[src/rtl/fs_dither_stream_if.sv]
// Stream bundle for fs_dither_stream: raster-order input pixels and dithered output pixels.
// The design uses the slave view; a producer/consumer pair uses the master view.
interface fs_dither_stream_if #(
    parameter int RGB_SIZE = 8,
    parameter int OUT_BITS = 1
);
    logic                in_valid;
    logic                in_ready;
    logic [RGB_SIZE-1:0] in_pixel;
    logic                out_valid;
    logic                out_ready;
    logic [RGB_SIZE-1:0] out_pixel;
    logic [OUT_BITS-1:0] out_index;

    modport slave (
        input  in_valid, in_pixel, out_ready,
        output in_ready, out_valid, out_pixel, out_index
    );

    modport master (
        output in_valid, in_pixel, out_ready,
        input  in_ready, out_valid, out_pixel, out_index
    );
endinterface

[src/rtl/fs_dither_stream.sv]
// Streaming Floyd-Steinberg error-diffusion quantiser, one pixel per accepted transfer.
// Optional FS_SERPENTINE_EN: odd rows arrive right-to-left and use the mirrored kernel.
module fs_dither_stream #(
    parameter int IMAGEX   = 4,
    parameter int IMAGEY   = 4,
    parameter int RGB_SIZE = 8,
    parameter int OUT_BITS = 1
) (
    input  logic              clk,
    input  logic              reset,
    input  logic              start,
    fs_dither_stream_if.slave strm,
    output logic              busy,
    output logic              frame_done
);
    localparam int NPIX = IMAGEX * IMAGEY;
    localparam int XW   = $clog2(IMAGEX);
    localparam int YW   = (IMAGEY > 1) ? $clog2(IMAGEY) : 1;
    localparam int CW   = $clog2(NPIX + 1);
    localparam int AW   = RGB_SIZE + 6;

    localparam logic [1:0] S_IDLE = 2'd0;
    localparam logic [1:0] S_RUN  = 2'd1;
    localparam logic [1:0] S_DONE = 2'd2;

    logic [1:0]           state_q, state_d;
    logic [XW-1:0]        x_q, x_d;
    logic [YW-1:0]        y_q, y_d;
    logic [CW-1:0]        cnt_q, cnt_d;
    logic signed [AW-1:0] carry_q, carry_d;
    logic signed [AW-1:0] se_q, se_d;
    logic signed [AW-1:0] row_q [IMAGEX];
    logic signed [AW-1:0] row_d [IMAGEX];
    logic                 out_valid_q, out_valid_d;
    logic [RGB_SIZE-1:0]  out_pixel_q, out_pixel_d;
    logic [OUT_BITS-1:0]  out_index_q, out_index_d;
    logic                 busy_q, frame_done_q;

    logic                 rev_s, first_s, last_col_s, last_row_s;
    logic                 in_ready_s, accept_s, out_hs_s;
    logic [XW-1:0]        xpos_s, prev_x_s;
    logic signed [AW-1:0] acc_s, adj_w_s, err_s, err3_s, err5_s, err7_s;
    logic [RGB_SIZE-1:0]  adj_s, qpix_s;
    logic [OUT_BITS-1:0]  index_s;

    function automatic logic [RGB_SIZE-1:0] replicate(input logic [OUT_BITS-1:0] idx);
        logic [RGB_SIZE-1:0] r;
        r = '0;
        for (int b = 0; b < RGB_SIZE; b++) begin
            r[RGB_SIZE-1-b] = idx[OUT_BITS-1-(b % OUT_BITS)];
        end
        return r;
    endfunction

    // Position decode, handshakes and the quantise/error datapath for the pixel on in_pixel.
    always_comb begin
        rev_s = 1'b0;
`ifdef FS_SERPENTINE_EN
        rev_s = y_q[0];
`endif
        xpos_s     = rev_s ? (XW'(IMAGEX - 1) - x_q) : x_q;
        prev_x_s   = rev_s ? (xpos_s + XW'(1)) : (xpos_s - XW'(1));
        first_s    = (x_q == '0);
        last_col_s = (x_q == XW'(IMAGEX - 1));
        last_row_s = (y_q == YW'(IMAGEY - 1));
        in_ready_s = (state_q == S_RUN) && (!out_valid_q || strm.out_ready) && (cnt_q < CW'(NPIX));
        accept_s   = strm.in_valid && in_ready_s;
        out_hs_s   = out_valid_q && strm.out_ready;

        acc_s   = row_q[xpos_s] + carry_q;
        adj_w_s = $signed({{(AW-RGB_SIZE){1'b0}}, strm.in_pixel}) + (acc_s >>> 3'd4);
        if (adj_w_s[AW-1]) begin
            adj_s = '0;
        end else if (|adj_w_s[AW-2:RGB_SIZE]) begin
            adj_s = '1;
        end else begin
            adj_s = adj_w_s[RGB_SIZE-1:0];
        end
        index_s = adj_s[RGB_SIZE-1 -: OUT_BITS];
        qpix_s  = replicate(index_s);
        err_s   = $signed({{(AW-RGB_SIZE){1'b0}}, adj_s}) - $signed({{(AW-RGB_SIZE){1'b0}}, qpix_s});
        err3_s  = (err_s <<< 2'd1) + err_s;
        err5_s  = (err_s <<< 2'd2) + err_s;
        err7_s  = (err_s <<< 2'd3) - err_s;
    end

    // Next-state: FSM, raster counters, error buffers and the one-deep output register.
    always_comb begin
        state_d     = state_q;
        x_d         = x_q;
        y_d         = y_q;
        cnt_d       = cnt_q;
        carry_d     = carry_q;
        se_d        = se_q;
        row_d       = row_q;
        out_valid_d = out_valid_q;
        out_pixel_d = out_pixel_q;
        out_index_d = out_index_q;

        case (state_q)
            S_IDLE:  if (start) state_d = S_RUN; else state_d = S_IDLE;
            S_RUN:   if (out_hs_s && (cnt_q == CW'(NPIX))) state_d = S_DONE; else state_d = S_RUN;
            S_DONE:  state_d = S_IDLE;
            default: state_d = S_IDLE;
        endcase

        if ((state_q == S_IDLE) && start) begin
            x_d     = '0;
            y_d     = '0;
            cnt_d   = '0;
            carry_d = '0;
            se_d    = '0;
            for (int i = 0; i < IMAGEX; i++) begin
                row_d[i] = '0;
            end
        end else if (accept_s) begin
            cnt_d = cnt_q + CW'(1);
            if (last_col_s) begin
                x_d     = '0;
                y_d     = last_row_s ? '0 : (y_q + YW'(1));
                carry_d = '0;
                se_d    = '0;
            end else begin
                x_d     = x_q + XW'(1);
                carry_d = err7_s;
                se_d    = err_s;
            end
            // The row slot is rewritten as soon as it is read: it then holds the next row's sum.
            if (!last_row_s) begin
                if (!first_s) begin
                    row_d[prev_x_s] = row_q[prev_x_s] + err3_s;
                end else begin
                    row_d = row_q;
                end
                row_d[xpos_s] = err5_s + se_q;
            end else begin
                row_d = row_q;
            end
        end else begin
            cnt_d = cnt_q;
        end

        if (accept_s) begin
            out_valid_d = 1'b1;
            out_pixel_d = qpix_s;
            out_index_d = index_s;
        end else if (strm.out_ready) begin
            out_valid_d = 1'b0;
        end else begin
            out_valid_d = out_valid_q;
        end
    end

    // State and output registers.
    always_ff @(posedge clk or posedge reset) begin
        if (reset) begin
            state_q      <= S_IDLE;
            x_q          <= '0;
            y_q          <= '0;
            cnt_q        <= '0;
            carry_q      <= '0;
            se_q         <= '0;
            for (int i = 0; i < IMAGEX; i++) begin
                row_q[i] <= '0;
            end
            out_valid_q  <= 1'b0;
            out_pixel_q  <= '0;
            out_index_q  <= '0;
            busy_q       <= 1'b0;
            frame_done_q <= 1'b0;
        end else begin
            state_q      <= state_d;
            x_q          <= x_d;
            y_q          <= y_d;
            cnt_q        <= cnt_d;
            carry_q      <= carry_d;
            se_q         <= se_d;
            row_q        <= row_d;
            out_valid_q  <= out_valid_d;
            out_pixel_q  <= out_pixel_d;
            out_index_q  <= out_index_d;
            busy_q       <= (state_d != S_IDLE);
            frame_done_q <= (state_d == S_DONE);
        end
    end

    assign strm.in_ready  = in_ready_s;
    assign strm.out_valid = out_valid_q;
    assign strm.out_pixel = out_pixel_q;
    assign strm.out_index = out_index_q;
    assign busy           = busy_q;
    assign frame_done     = frame_done_q;
endmodule

[src/flat_wrapper.sv]
// flat-port wrapper written by rule: the top's interface ports become plain ports
module fs_dither_stream_flat 
#(
    parameter int IMAGEX   = 4,
    parameter int IMAGEY   = 4,
    parameter int RGB_SIZE = 8,
    parameter int OUT_BITS = 1
)
  (clk, reset, start, busy, frame_done, strm_in_valid, strm_in_pixel, strm_out_ready, strm_in_ready, strm_out_valid, strm_out_pixel, strm_out_index);
  fs_dither_stream_if #(.RGB_SIZE(RGB_SIZE), .OUT_BITS(OUT_BITS)) strm_i ();
  input  logic clk;
  input  logic reset;
  input  logic start;
  output logic busy;
  output logic frame_done;
  input wire logic [$bits(strm_i.in_valid)-1:0] strm_in_valid;
  input wire logic [$bits(strm_i.in_pixel)-1:0] strm_in_pixel;
  input wire logic [$bits(strm_i.out_ready)-1:0] strm_out_ready;
  output wire logic [$bits(strm_i.in_ready)-1:0] strm_in_ready;
  output wire logic [$bits(strm_i.out_valid)-1:0] strm_out_valid;
  output wire logic [$bits(strm_i.out_pixel)-1:0] strm_out_pixel;
  output wire logic [$bits(strm_i.out_index)-1:0] strm_out_index;
  assign strm_i.in_valid = strm_in_valid;
  assign strm_i.in_pixel = strm_in_pixel;
  assign strm_i.out_ready = strm_out_ready;
  assign strm_in_ready = strm_i.in_ready;
  assign strm_out_valid = strm_i.out_valid;
  assign strm_out_pixel = strm_i.out_pixel;
  assign strm_out_index = strm_i.out_index;
  fs_dither_stream #(.IMAGEX(IMAGEX), .IMAGEY(IMAGEY), .RGB_SIZE(RGB_SIZE), .OUT_BITS(OUT_BITS)) u_core (.clk(clk), .reset(reset), .start(start), .strm(strm_i), .busy(busy), .frame_done(frame_done));
endmodule
[config.mk]
export PLATFORM = sky130hd
export DESIGN_NAME = fs_dither_stream_flat
export DESIGN_NICKNAME = d
export VERILOG_FILES = /design/src/rtl/fs_dither_stream_if.sv /design/src/rtl/fs_dither_stream.sv /design/src/flat_wrapper.sv
export SDC_FILE = /design/constraint.sdc
export NUM_CORES = 1
export LEC_CHECK = 0
export ABC_AREA = 1
export BUFFER_PORTS_ARGS = -buffer_cell sky130_fd_sc_hd__clkbuf_2
export CAP_MARGIN = 20
export CELL_PAD_IN_SITES_DETAIL_PLACEMENT = 1
export CELL_PAD_IN_SITES_GLOBAL_PLACEMENT = 1
export CORE_MARGIN = 2
export CORE_UTILIZATION = 48
export CTS_BUF_LIST = sky130_fd_sc_hd__clkbuf_4 sky130_fd_sc_hd__clkbuf_8
export DETAILED_ROUTE_END_ITERATION = 10
export GPL_TIMING_DRIVEN = 0
export PLACE_DENSITY_LB_ADDON = 0.1
export SYNTH_ARGS = -nofsm -noshare
export SYNTH_HDL_FRONTEND = slang
export SYNTH_SLANG_ARGS = --single-unit
[constraint.sdc]
create_clock -name clk -period 8.6 [get_ports clk]
set_input_delay 0 -clock clk [delete_from_list [all_inputs] [get_ports clk]]
set_output_delay 0 -clock clk [all_outputs]
set_load 0.1 [all_outputs]
==> metrics.txt, run 1 <==
# TYPE chip_impl_metric gauge
chip_impl_metric{name="die_area",unit="sq um"} 18900
chip_impl_info{name="critPathSlowestCell",value="fa_1"} 1
chip_impl_metric{name="initial_utilization",unit=""} 0.494
chip_impl_metric{name="syn_inst",unit=""} 1183
chip_impl_metric{name="io_buffer_count",unit=""} 25
chip_impl_info{name="worstSetupStartpointType",value="flip-flop"} 1
chip_impl_metric{name="maxClockFrequency",unit="GHz"} 0.123
chip_impl_metric{name="setup_violations",unit=""} 0
chip_impl_metric{name="vias_per_cell",unit=""} 5.80
chip_impl_metric{name="crit_path_max_fanout",unit=""} 10
chip_impl_metric{name="routed_length_per_instance",unit="microns"} 20.5
chip_impl_metric{name="diodes",unit=""} 0
chip_impl_metric{name="dp.final_hpwl",unit="microns"} 23400
chip_impl_metric{name="htree_num_levels",unit=""} 3
chip_impl_info{name="clock-root-buffer",value="clkbuf_8"} 1
chip_impl_metric{name="seqCellArea",unit="sq um"} 2330
chip_impl_metric{name="timing_worst_slew_pin_value",unit="ns"} 0.765
chip_impl_info{name="grt-busiest-layer",value="met2"} 1
chip_impl_metric{name="yosysWarningCount",unit=""} 0
chip_impl_metric{name="met1_usage",unit=""} 0.432
chip_impl_metric{name="grt_use_met2",unit=""} 0.527
chip_impl_info{name="cts_tree",value="done"} 1
chip_impl_metric{name="postSynthNetCount",unit=""} 1285
chip_impl_metric{name="clock_tree.buffer_depth",unit=""} 2
chip_impl_metric{name="dpl_worst_slack",unit="ns"} -0.770
chip_impl_metric{name="critPathRequiredTime",unit="ns"} 8.94
chip_impl_metric{name="drtAntennaViolNets",unit=""} 0
chip_impl_metric{name="groute.layer.met3.usage",unit=""} 0.0901
chip_impl_metric{name="final-hold-violation-count",unit=""} 0
chip_impl_info{name="criticalPathCategory",value="reg -> reg"} 1
chip_impl_metric{name="final_max_slew_viol_count",unit=""} 0
chip_impl_info{name="critPathCaptureType",value="flip-flop"} 1
chip_impl_metric{name="vias",unit=""} 8506
chip_impl_metric{name="pin_count",unit=""} 26
chip_impl_metric{name="layout_min_cycle_time",unit="ns"} 8.15
chip_impl_metric{name="grt_overflow",unit=""} 0
chip_impl_metric{name="fin_worst_skew",unit="ns"} 0.0215
chip_impl_metric{name="num-nets-final",unit=""} 1338
chip_impl_metric{name="number_of_antenna_violations_at_the_first_check_in_global_routing",unit=""} 0
chip_impl_metric{name="insertion_delay",unit="ns"} 0.40
chip_impl_metric{name="period_share",unit=""} 0.948
chip_impl_metric{name="cp_num_buf_inv",unit=""} 10
chip_impl_metric{name="core",unit="sq um"} 17400
chip_impl_metric{name="multiInputGateArea",unit="sq um"} 5510
chip_impl_metric{name="synth_seq_area_share",unit=""} 0.272
chip_impl_info{name="path_delay_family",value="simple AND/OR/NAND/NOR gates"} 1
chip_impl_metric{name="die_x",unit="microns"} 138
chip_impl_info{name="run_status",value="finished, final reports clean"} 1
chip_impl_info{name="timing.critical_path.mode_cell",value="nand2_1"} 1
chip_impl_metric{name="synth.ff_latch_count",unit=""} 93
chip_impl_metric{name="cap_viol_max_count",unit=""} 0
chip_impl_metric{name="final_critical_path_setup_slack",unit="ns"} 0.449
chip_impl_metric{name="floorplan.rows",unit=""} 48
chip_impl_metric{name="first_iter_violations",unit=""} 441
chip_impl_metric{name="routed_wl",unit="microns"} 30100
chip_impl_info{name="yosys_most_used_dff",value="dfrtp_1"} 1
chip_impl_metric{name="fillCellCount",unit=""} 2287
chip_impl_info{name="layout_common_cells",value="nand2_1, inv_1, o21ai_0"} 1
chip_impl_metric{name="library_cells_used_by_synthesis",unit=""} 54
chip_impl_metric{name="final_gp_congestion",unit=""} 0.917
chip_impl_info{name="class_of_the_worst_hold_path",value="in -> async"} 1
chip_impl_metric{name="synth-edff-count",unit=""} 0
chip_impl_metric{name="drive_gt1_frac",unit=""} 0.132
chip_impl_metric{name="die_h",unit="microns"} 138
chip_impl_metric{name="first_pass_grt_wire_length",unit="microns"} 46800
chip_impl_metric{name="synth_area",unit="sq um"} 8570
chip_impl_metric{name="worst_path_largest_cell_delay",unit="ns"} 0.55
chip_impl_metric{name="first_global_vias",unit=""} 8571
chip_impl_metric{name="drtPass1Iterations",unit=""} 4
chip_impl_metric{name="synthToLayoutAreaGrowth",unit="%"} 10.7
chip_impl_metric{name="arrival_time_of_the_worst_setup_path",unit="ns"} 8.49
chip_impl_metric{name="asyncSetResetFlopFracSynth",unit=""} 1.00
chip_impl_metric{name="route.detailed.drc",unit=""} 0
chip_impl_metric{name="worst_setup_hold_path_clk_slew",unit="ns"} 0.11
chip_impl_metric{name="tritoncts.num_buffers",unit=""} 9
chip_impl_metric{name="grtUsageTotal",unit=""} 0.328
chip_impl_metric{name="slew_limit_headroom",unit=""} 0.486
chip_impl_metric{name="numClockSinks",unit=""} 93
chip_impl_info{name="final_common_cell",value="nand2_1"} 1
chip_impl_metric{name="hold-worst-slack",unit="ns"} 0.192
chip_impl_metric{name="maximum_number_of_pins_on_one_net_before_global_route_repair",unit=""} 60
chip_impl_metric{name="synth_area_per_cell",unit="sq um"} 7.24
worst reg2reg max path: cells and delay by family (launching register included):
kind	cells	cell delay [ns]
AOI/OAI and AO/OA	11	1.61
xor gates and xnor gates	2	0.36
adders and majority gates	6	2.12
buffers and inverters	10	1.43
DFF	1	0.43
and+or+nand+nor	19	2.15
final timing paths:
check	start	to	slack, ns	cells after the start
setup / recovery	u_core.x_q[0]$_DFFE_PP0N_	u_core.row_q[22]$_DFFE_PP0P_	0.45	48
hold / removal	reset	u_core.cnt_q[3]$_DFFE_PP0N_	0.19	3
setup reg to reg	u_core.x_q[0]$_DFFE_PP0N_	u_core.row_q[22]$_DFFE_PP0P_	0.45	48
hold reg to reg	u_core.carry_q[10]$_DFFE_PP0N_	u_core.carry_q[10]$_DFFE_PP0N_	0.49	2
max in group asynchronous	reset	u_core.se_q[3]$_DFFE_PP0N_	7.70	4
min in group clk	start	u_core.busy$_DFF_PP0_	0.37	4
through the flow:
stage | utilization | cell area [sq um] | cells | setup TNS [ns]
6_report | 0.547 | 9490 | 1466 | 0
5_1_grt | 0.547 | 9490 | 1466 | -0.170
4_1_cts | 0.537 | 9320 | 1457 | 0
3_5_place_dp | 0.519 | 9000 | 1434 | -16.76
3_3_place_gp | 0.517 | 8970 | 1433 | -13.36
2_1_floorplan | - | 8570 | 1183 | 0
kinds of logic after synthesis:
kind of cell	Yosys count	share of synthesized area
flops	93	0.272
compound gates	291	0.195
simple gates	463	0.250
xor+xnor	42	0.0451
fa+ha+maj	89	0.142
buf+inv	205	0.0964
cell type report:
type | count | area share
tap | 225 | 0.0297
multi-input combinational | 885 | 0.581
buffer | 40 | 0.0233
clock inverter | 6 | 0.00989
sequential | 93 | 0.245
clock buffer | 10 | 0.0138
inverter | 164 | 0.0661
timing repair buffer | 43 | 0.0309
flip-flops by register name (all words and copies together), names as in the netlist:
register / count
u_core.state_q: 2
u_core.y_q: 2
u_core.row_q: 56
u_core.se_q: 9
u_core.cnt_q: 5
u_core.carry_q: 13
u_core.x_q: 2
u_core.strm.out_valid: 1
u_core.strm.out_pixel: 1
u_core.busy: 1
u_core.frame_done: 1
cell usage after synthesis (9+ instances only):
library cell / n / share of area
nand3_1: 61 / 0.036
o22ai_1: 27 / 0.020
nor3_1: 10 / 0.0058
xor2_1: 31 / 0.032
o21ai_1: 11 / 0.0064
nand2_1: 254 / 0.11
nand4_1: 12 / 0.0088
nand2_4: 9 / 0.012
inv_2: 9 / 0.0039
nor2_1: 74 / 0.032
dfrtp_1: 93 / 0.27
nand2_2: 16 / 0.012
fa_1: 14 / 0.033
ha_1: 75 / 0.11
inv_1: 151 / 0.066
clkbuf_1: 25 / 0.011
a32o_1: 10 / 0.012
nand3_2: 10 / 0.012
o21ai_0: 113 / 0.066
xnor2_1: 10 / 0.010
a21oi_1: 90 / 0.053
timing repair:
action / 4_1_cts / 5_1_grt
hold buffers: 5 / 0
pin swaps: 0 / 7
endpoints found under the hold margin: 37 / 0
setup buffers: 3 / 9
endpoints found under the setup margin: 37 / 35
gates resized for setup: 11 / 34
metal layers:
| layer | up-vias | share of wire | wire length, microns |
|---|---|---|---|
| met4 | 0 | 0.027 | 803 |
| met2 | 269 | 0.46 | 13900 |
| li1 | 4033 | - | - |
| met3 | 50 | 0.078 | 2340 |
| met1 | 4154 | 0.43 | 13100 |
| met5 | - | 0 | 0 |
Power of run 1 is not shown: default switching activity piles up to over one toggle a cycle in this logic, so the estimate is an artifact.
==> inputs of run 2 (changes only) <==
--- a/config.mk
+++ b/config.mk
@@ -12,7 +12,7 @@
 export CELL_PAD_IN_SITES_GLOBAL_PLACEMENT = 1
 export CORE_MARGIN = 2
 export CORE_UTILIZATION = 48
-export CTS_BUF_LIST = sky130_fd_sc_hd__clkbuf_4 sky130_fd_sc_hd__clkbuf_8
+export CTS_BUF_LIST = sky130_fd_sc_hd__clkbuf_4
 export DETAILED_ROUTE_END_ITERATION = 10
 export GPL_TIMING_DRIVEN = 0
 export PLACE_DENSITY_LB_ADDON = 0.1
==> run 2 against run 1 <==
  * Maximum frequency is 0.24% higher
  * Sequential share of layout area is 0.16 points higher
  * Die area stayed put
  * Register-to-register slack better by 0.02 ns
  * Design area is 0.65% lower
  * Via count is 0.52% higher
  * Non-clock buffer count is 1 lower
  * Wire length is 0.50% lower
  * Hold slack worse by 0.15 ns
  * Clock-buffer cell count stayed put
  * Cell count is 0.14% higher
  * Critical path type unchanged
==> metrics.txt, run 2 (synthesized netlist as in run 1, its figures left out) <==
# TYPE chip_impl_metric gauge
chip_impl_info{name="run_status",value="finished, final reports clean"} 1
chip_impl_metric{name="fin_worst_skew",unit="ns"} 0.0373
chip_impl_info{name="critPathCaptureType",value="flip-flop"} 1
chip_impl_metric{name="drtPass1Iterations",unit=""} 5
chip_impl_metric{name="numClockSinks",unit=""} 93
chip_impl_metric{name="vias_per_cell",unit=""} 5.82
chip_impl_metric{name="worst_path_largest_cell_delay",unit="ns"} 0.68
chip_impl_info{name="clock-root-buffer",value="clkbuf_4"} 1
chip_impl_metric{name="synthToLayoutAreaGrowth",unit="%"} 10.0
chip_impl_metric{name="first_iter_violations",unit=""} 454
chip_impl_metric{name="first_pass_grt_wire_length",unit="microns"} 46800
chip_impl_metric{name="layoutNonFillerInstCount",unit=""} 1468
chip_impl_metric{name="final_max_slew_viol_count",unit=""} 0
chip_impl_metric{name="maximum_number_of_pins_on_one_net_before_global_route_repair",unit=""} 60
chip_impl_metric{name="initial_utilization",unit=""} 0.494
chip_impl_metric{name="setup_violations",unit=""} 0
chip_impl_metric{name="core",unit="sq um"} 17400
chip_impl_info{name="worstSetupStartpointType",value="flip-flop"} 1
chip_impl_info{name="path_delay_family",value="adder cells"} 1
chip_impl_info{name="critical_path.reg2reg.startpoint",value="u_core.x_q[0]$_DFFE_PP0N_"} 1
chip_impl_metric{name="tritoncts.num_buffers",unit=""} 9
chip_impl_metric{name="period_share",unit=""} 0.946
chip_impl_info{name="critical_path.startpoint",value="u_core.x_q[0]$_DFFE_PP0N_"} 1
chip_impl_metric{name="worstSetupPathDepth",unit=""} 35
chip_impl_info{name="cts_tree",value="done"} 1
chip_impl_metric{name="route.detailed.drc",unit=""} 0
chip_impl_metric{name="dpl.cell_count",unit=""} 1434
chip_impl_metric{name="first_global_vias",unit=""} 8568
chip_impl_metric{name="die_area",unit="sq um"} 18900
chip_impl_metric{name="cap_viol_max_count",unit=""} 0
chip_impl_metric{name="max_reg_flops",unit=""} 56
chip_impl_metric{name="cp_num_buf_inv",unit=""} 6
chip_impl_metric{name="insertion_delay",unit="ns"} 0.53
chip_impl_metric{name="timing_worst_slew_pin_value",unit="ns"} 0.787
chip_impl_metric{name="slew_limit_headroom",unit=""} 0.474
chip_impl_metric{name="crit_path_max_fanout",unit=""} 10
chip_impl_metric{name="fillCellCount",unit=""} 2290
chip_impl_metric{name="grtUsageTotal",unit=""} 0.330
chip_impl_metric{name="worst_setup_hold_path_clk_slew",unit="ns"} 0.19
chip_impl_metric{name="final-hold-violation-count",unit=""} 0
chip_impl_metric{name="floorplan.rows",unit=""} 48
chip_impl_info{name="criticalPathCategory",value="reg -> reg"} 1
chip_impl_info{name="dr.max_layer_used",value="met4"} 1
chip_impl_metric{name="pin_count",unit=""} 26
chip_impl_info{name="critPathSlowestCell",value="fa_2"} 1
chip_impl_info{name="top_register",value="u_core.row_q"} 1
chip_impl_metric{name="maxClockFrequency",unit="GHz"} 0.123
chip_impl_metric{name="worstRegToRegCells",unit=""} 35
chip_impl_metric{name="htree_num_levels",unit=""} 3
chip_impl_metric{name="dp.final_hpwl",unit="microns"} 23400
chip_impl_metric{name="num-nets-final",unit=""} 1337
chip_impl_metric{name="vias",unit=""} 8550
chip_impl_metric{name="routed-wl-met2",unit="microns"} 13800
chip_impl_metric{name="drtAntennaViolNets",unit=""} 0
chip_impl_metric{name="met3RoutedLength",unit="microns"} 2320
chip_impl_info{name="final_common_cell",value="nand2_1"} 1
chip_impl_metric{name="die_h",unit="microns"} 138
chip_impl_metric{name="routed_length_per_instance",unit="microns"} 20.4
chip_impl_metric{name="drive_gt1_frac",unit=""} 0.131
chip_impl_metric{name="clock_tree.buffer_depth",unit=""} 2
chip_impl_metric{name="critPathRequiredTime",unit="ns"} 9.00
chip_impl_metric{name="final_gp_congestion",unit=""} 0.917
chip_impl_metric{name="grt_overflow",unit=""} 0
chip_impl_metric{name="number_of_antenna_violations_at_the_first_check_in_global_routing",unit=""} 1
chip_impl_info{name="top_regs",value="u_core.row_q: 56 flops, u_core.carry_q: 13 flops, u_core.se_q: 9 flops"} 1
chip_impl_metric{name="final_cell_area",unit="sq um"} 9430
chip_impl_metric{name="routed_length_on_met1",unit="microns"} 13100
chip_impl_metric{name="die_x",unit="microns"} 138
chip_impl_metric{name="layout_min_cycle_time",unit="ns"} 8.13
chip_impl_info{name="layout_common_cells",value="nand2_1, inv_1, o21ai_0"} 1
chip_impl_metric{name="io_buffer_count",unit=""} 25
chip_impl_info{name="class_of_the_worst_hold_path",value="in -> async"} 1
chip_impl_metric{name="arrival_time_of_the_worst_setup_path",unit="ns"} 8.53
chip_impl_metric{name="placed_cell_area",unit="sq um"} 9000
chip_impl_metric{name="hold-worst-slack",unit="ns"} 0.0417
chip_impl_metric{name="routed_wl",unit="microns"} 29900
[run 2: metal layers]
metal,GRT usage,vias up
met5,0,-
met4,0.0945,0
met3,0.0809,44
met2,0.534,268
met1,0.437,4210
li1,-,4028
[run 2: final cells by class]
class                   instances  area [sq um]  area share
diodes                          3          7.51    0.000796
clock inverters                 6          93.8     0.00995
plain buffers                  39           218      0.0231
flip-flops and latches         93          2330       0.247
well taps                     225           282      0.0299
repair buffers                 43           293      0.0311
multi-input cells             885          5500       0.584
clock buffers                  10          75.1     0.00796
inverters                     164           627      0.0665
[run 2: worst paths after layout]
kind / to / slack (ns)
max: u_core.row_q[25]$_DFFE_PP0P_ / 0.47
min in group clk: u_core.busy$_DFF_PP0_ / 0.25
max reg2reg: u_core.row_q[25]$_DFFE_PP0P_ / 0.47
min reg2reg: u_core.carry_q[10]$_DFFE_PP0N_ / 0.51
min: u_core.row_q[9]$_DFFE_PP0P_ / 0.04
max in group asynchronous: u_core.carry_q[2]$_DFFE_PP0N_ / 7.84
[run 2: tightest hold or removal path: stages]
cell,delay (ns)
dlygate4sd3_1,0.54
clkbuf_2,0.13
inv_4,0.38
[run 2: per-stage QoR]
stage / setup slack [ns] / TNS (ns) / util
global placement: -0.679 / -13.36 / 0.517
CTS: 0.0838 / 0 / 0.535
finish: 0.468 / 0 / 0.543
detailed placement: -0.770 / -16.76 / 0.519
global route: -0.0329 / -0.0329 / 0.543
floorplan: 1.60 / 0 / -
[run 2: timing repair]
action / in CTS / in global routing
resized for setup: 13 / 30
hold endpoints to repair: 105 / 0
gates cloned: 0 / 0
hold buffers: 5 / 0
pin swaps: 1 / 6
endpoints found under the setup margin: 37 / 35
buffers inserted: 4 / 8
Power of run 2 is left out for the same reason.
